<file path="src/rtl/mux_pipe_reg.sv">
// Source-select front end feeding a DEPTH-stage elastic valid/ready pipeline.
// Provides flush, registered occupancy and a sticky out-of-range select flag.
module mux_pipe_reg #(
    parameter  int W     = 32,
    parameter  int NSRC  = 3,
    parameter  int DEPTH = 4,
    localparam int SELW  = (NSRC > 1) ? $clog2(NSRC) : 1,
    localparam int CNTW  = $clog2(DEPTH + 1)
) (
    input  logic                clk,
    input  logic                reset,
    input  logic [NSRC*W-1:0]   src_flat,
    input  logic [SELW-1:0]     sel,
    input  logic                in_valid,
    output logic                in_ready,
    input  logic                flush,
    output logic [W-1:0]        out_data,
    output logic                out_valid,
    input  logic                out_ready,
    output logic [CNTW-1:0]     occupancy,
    output logic                sel_err
);

    logic [DEPTH-1:0] r_valid;
    logic [W-1:0]     r_data [DEPTH];
    logic [CNTW-1:0]  r_occ;
    logic             r_sel_err;

    logic [DEPTH-1:0] w_load;
    logic [DEPTH-1:0] w_prev_valid;
    logic [W-1:0]     w_prev_data [DEPTH];
    logic [SELW:0]    w_sel_ext;
    logic             w_sel_ok;
    logic [W-1:0]     w_src_word;
    logic             w_in_xfer;
    logic             w_out_xfer;

    assign w_sel_ext = {1'b0, sel};
    assign w_sel_ok  = (w_sel_ext < (SELW+1)'(NSRC));

    always_comb begin
        w_src_word = '0;
        for (int k = 0; k < NSRC; k++) begin
            if (w_sel_ext == (SELW+1)'(k)) begin
                w_src_word = src_flat[k*W +: W];
            end
        end
    end

    assign in_ready   = w_load[0] && !flush && !reset;
    assign w_in_xfer  = in_valid && in_ready;
    assign w_out_xfer = r_valid[DEPTH-1] && out_ready;

    // A stage can load if it, or any stage downstream of it, has room this
    // cycle; the ready chain is flattened so it has no combinational feedback.
    genvar gi;
    generate
        for (gi = 0; gi < DEPTH; gi++) begin : g_stage
            assign w_load[gi] = out_ready || !(&r_valid[DEPTH-1:gi]);
            if (gi == 0) begin : g_head
                assign w_prev_valid[gi] = w_in_xfer;
                assign w_prev_data[gi]  = w_sel_ok ? w_src_word : '0;
            end else begin : g_body
                assign w_prev_valid[gi] = r_valid[gi-1];
                assign w_prev_data[gi]  = r_data[gi-1];
            end
        end
    endgenerate

    // Data only moves with a valid word; a vacated stage keeps its stale data.
    always_ff @(posedge clk) begin
        if (reset) begin
            r_valid <= '0;
            for (int i = 0; i < DEPTH; i++) begin
                r_data[i] <= '0;
            end
        end else if (flush) begin
            r_valid <= '0;
        end else begin
            for (int i = 0; i < DEPTH; i++) begin
                if (w_load[i]) begin
                    r_valid[i] <= w_prev_valid[i];
                    if (w_prev_valid[i]) begin
                        r_data[i] <= w_prev_data[i];
                    end
                end
            end
        end
    end

    always_ff @(posedge clk) begin
        if (reset) begin
            r_occ <= '0;
        end else if (flush) begin
            r_occ <= '0;
        end else begin
            case ({w_in_xfer, w_out_xfer})
                2'b10:   r_occ <= r_occ + CNTW'(1);
                2'b01:   r_occ <= r_occ - CNTW'(1);
                default: r_occ <= r_occ;
            endcase
        end
    end

    always_ff @(posedge clk) begin
        if (reset) begin
            r_sel_err <= 1'b0;
        end else if (w_in_xfer && !w_sel_ok) begin
            r_sel_err <= 1'b1;
        end
    end

    assign out_data  = r_data[DEPTH-1];
    assign out_valid = r_valid[DEPTH-1];
    assign occupancy = r_occ;
    assign sel_err   = r_sel_err;

endmodule

</file>
<file path="config.mk">
export PLATFORM = sky130hd
export DESIGN_NAME = mux_pipe_reg
export DESIGN_NICKNAME = d
export VERILOG_FILES = /design/src/rtl/mux_pipe_reg.sv
export SDC_FILE = /design/constraint.sdc
export NUM_CORES = 1
export LEC_CHECK = 0
export ABC_AREA = 1
export CAP_MARGIN = 40
export CELL_PAD_IN_SITES_DETAIL_PLACEMENT = 2
export CELL_PAD_IN_SITES_GLOBAL_PLACEMENT = 2
export CORE_ASPECT_RATIO = 0.7
export CORE_MARGIN = 5
export CORE_UTILIZATION = 33
export DETAILED_ROUTE_END_ITERATION = 10
export MAX_ROUTING_LAYER = met4
export PLACE_DENSITY = 0.89
export SLEW_MARGIN = 15
export SYNTH_ARGS = -nofsm -noshare
export SYNTH_HDL_FRONTEND = slang
export SYNTH_SLANG_ARGS = --single-unit
</file>
<file path="constraint.sdc">
create_clock -name clk -period 9.79 [get_ports clk]
set_input_delay 1.958 -clock clk [delete_from_list [all_inputs] [get_ports clk]]
set_output_delay 1.958 -clock clk [all_outputs]
set_load 0.02 [all_outputs]
</file>
==> qor.csv <==
stage;metric;value;unit
die;row count;41;
grt;number of global-route vias before repair;5068;
yosys;Seq cells post-synth;136;
critical_path;Most common cell on crit path;clkdlybuf4s50_1;
critical_path;CP top delay family;buffers and inverters;
critical_path;CP Depth;5;
finish;n_diodes;0;
yosys;Synth Net Count;678;
timing;fmax;172.6;MHz
critical_path;sequence of cells on the critical path;clkdlybuf4s50_1, nor2_4, inv_2, a21oi_4, clkdlybuf4s50_1;
yosys;list of most frequent post-synthesis cells;nor2_1, edfxtp_1, inv_1;
timing;Hold Vio Cnt, Final;0;
critical_path;path type of the worst setup path;input port to output port;
yosys;post-synth top area share;64.73;%
finish;share of layout cells above drive strength 1;7.182;%
cts;clock root buffer;clkbuf_16;
yosys;Async S/R FF share, synth;0;%
finish;Layout fillers;1852;
status;status;complete, no violations;
drt;DRC errors left;0;
critical_path;Worst Setup Start Kind;input port;
critical_path;CP max FO;7;
finish;final core utilization;46.08;%
timing;Worst-Margin Slew;437.0;ps
cts;CTS resizes;0;
drt;Wirelength per Cell;18.88;µm
critical_path;crit path DAT;3840;ps
drt;via total after detailed routing;4446;
pwr;Peak VDD IR;0.1300;mV
place;GPL Wtd Cong;0.8881;
grt;first-pass GRT wire length;29.03;mm
cts;Worst-path clk slew;60;ps
cts;Num CTS Buffers;17;
yosys;yosys warns;0;
yosys;Area contributors post-synth;edfxtp_1, nor2_1, inv_1;
yosys;post-synthesis average cell area;10.36;µm²
drt;Antenna Violating Nets Remaining;0;
drt;drt pass-1 iters;5;
critical_path;crit path capture type;output port;
die;Starting Density;33.26;%
die;io pins;141;
timing;Hold Worst Slack;521.9;ps
place;DP Area;7635;µm²
timing;# setup viols final;0;
finish;area delta synth->final;38.54;%
drt;Vias/cell;4.631;
cts;Longest Clk Path Bufs;2;
hold_path;Hold Crit Class;flip-flop to flip-flop;
finish;post-route cell area;8227;µm²
yosys;EDFF count, synth;128;
yosys;unique cell type count in the Yosys netlist;22;
grt;largest net degree at the start of global routing;57;
flow_run;# Max-Cap Violations;0;
place;port bufs;140;
timing;Tmin final;5795;ps
cts;H-tree depth;4;
finish;Final #Nets;816;
grt;initial antenna violation count;0;
pwr;P per Cell Area;174.1;nW/µm²
critical_path;Slowest-stage cell, CP;clkdlybuf4s50_1;
cts;Hold-fix buffers, CTS;0;
cts;clock sink count;136;
yosys;Synth Flop Type;edfxtp_1;
yosys;Yosys top cell by area;edfxtp_1;
yosys;sequential fraction of the synthesis area;67.43;%
drt;final WL;18.13;mm
timing;Setup Skew;4.758;ps
yosys;count leader, synth;nor2_1;
timing;unrepaired setup endpoints after global routing;false;
die;die area;20820;µm²
yosys;Post-Syn Instances;573;
drt;drt first-iter violations;204;
critical_path;CP bufs+invs;3;
timing;final slew viol count;0;
pwr;overall power;1432;µW
timing;slew margin rel.;70.86;%
timing;final critical-path share of the clock period;59.19;%
grt;GRT Overall Usage;18.89;%
pwr;static leakage;0.003228;µW
die;Vert. Die Dim;122.2;µm
critical_path;Reg2Reg Depth;11;
cts;Post-CTS Setup Repair Bufs;0;
grt;GR Overflow Total;0;
cts;clk_lat worst skew;420;ps
die;die width;170.3;µm
die;core outline area;17850;µm²
hold_path;hold path cells;2;
place;DPL Wire Length;13.62;mm
timing;setup TNS;0;ps
critical_path;WP data required;7830;ps
critical_path;max incr delay on CP;650;ps
yosys;Post-Syn Area;5938;µm²
cts;CTS tree;built;
==> registers in the layout (all words and copies together), names as in the netlist <==
name,cells
r_data,128
r_valid,4
occupancy,3
sel_err,1
==> final cells by class <==
class	instances	area, µm²	area share (%)
Sequential cell	136	4004	48.67
Timing Repair Buffer	151	1531	18.62
Multi-Input combinational cell	294	1388	16.87
Clock buffer	19	442.9	5.384
Inverter	111	416.7	5.065
Tap cell	236	295.3	3.589
Clock inverter	13	148.9	1.810
==> layer usage <==
layer | track usage, % | routed length [µm] | vias to the layer above
li1 | - | - | 2148
met1 | 23.72 | 8105 | 2130
met2 | 30.28 | 8714 | 144
met3 | 4.604 | 1012 | 24
met4 | 6.434 | 294 | 0
met5 | - | 0 | -
==> metrics by stage <==
step	setup WS [ps]	cells
finish	3995	960
global route	3904	960
CTS	4000	960
detailed placement	4015	928
global placement	4143	923
floorplan	4875	573
==> placed cells by master, fill, tap and decap left out, drive strengths merged <==
cell type | Yosys | routed
edfxtp | 128 | 128
a21oi | 8 | 8
xor2 | 1 | 1
nor2 | 134 | 134
clkdlybuf4s50 | 0 | 140
clkinvlp | 0 | 6
fa | 1 | 1
o21ai | 3 | 3
nand4 | 1 | 1
ha | 1 | 1
clkinv | 0 | 4
dfxtp | 8 | 8
nand2 | 43 | 43
bufinv | 0 | 2
clkbuf | 14 | 19
a31oi | 32 | 32
inv | 111 | 112
buf | 18 | 11
nand3 | 68 | 68
o31ai | 2 | 2
==> report_power, final <==
part           internal [µW]  switching, µW
Clock                    383            253
Combinational           61.5           65.8
Sequential               660           9.52
Total                   1100            328
==> logic make-up after synthesis <==
| logic type | synth area share, % |
|---|---|
| adder cells (fa/ha/maj) | 0.5478 |
| AND/OR/NAND/NOR | 17.40 |
| buffers and inverters | 9.734 |
| flip-flops | 67.43 |
| AO/OA/AOI/OAI | 4.741 |
| XOR/XNOR | 0.1475 |
==> tightest hold or removal path, stage by stage, from the launching register on <==
cell and delay [ps]:
dfxtp_1 310, inv_1 80, a21oi_1 80
==> path summary, 6_finish.rpt <==
path	to	startpoint	slack [ps]
worst min-delay path	occupancy[2]	occupancy[2]	520
worst max-delay path	in_ready	flush	4000
worst max register to register	occupancy[2]	r_valid[0]	7470
worst min register to register	occupancy[2]	occupancy[2]	520
(Power assumes the default switching activity.)
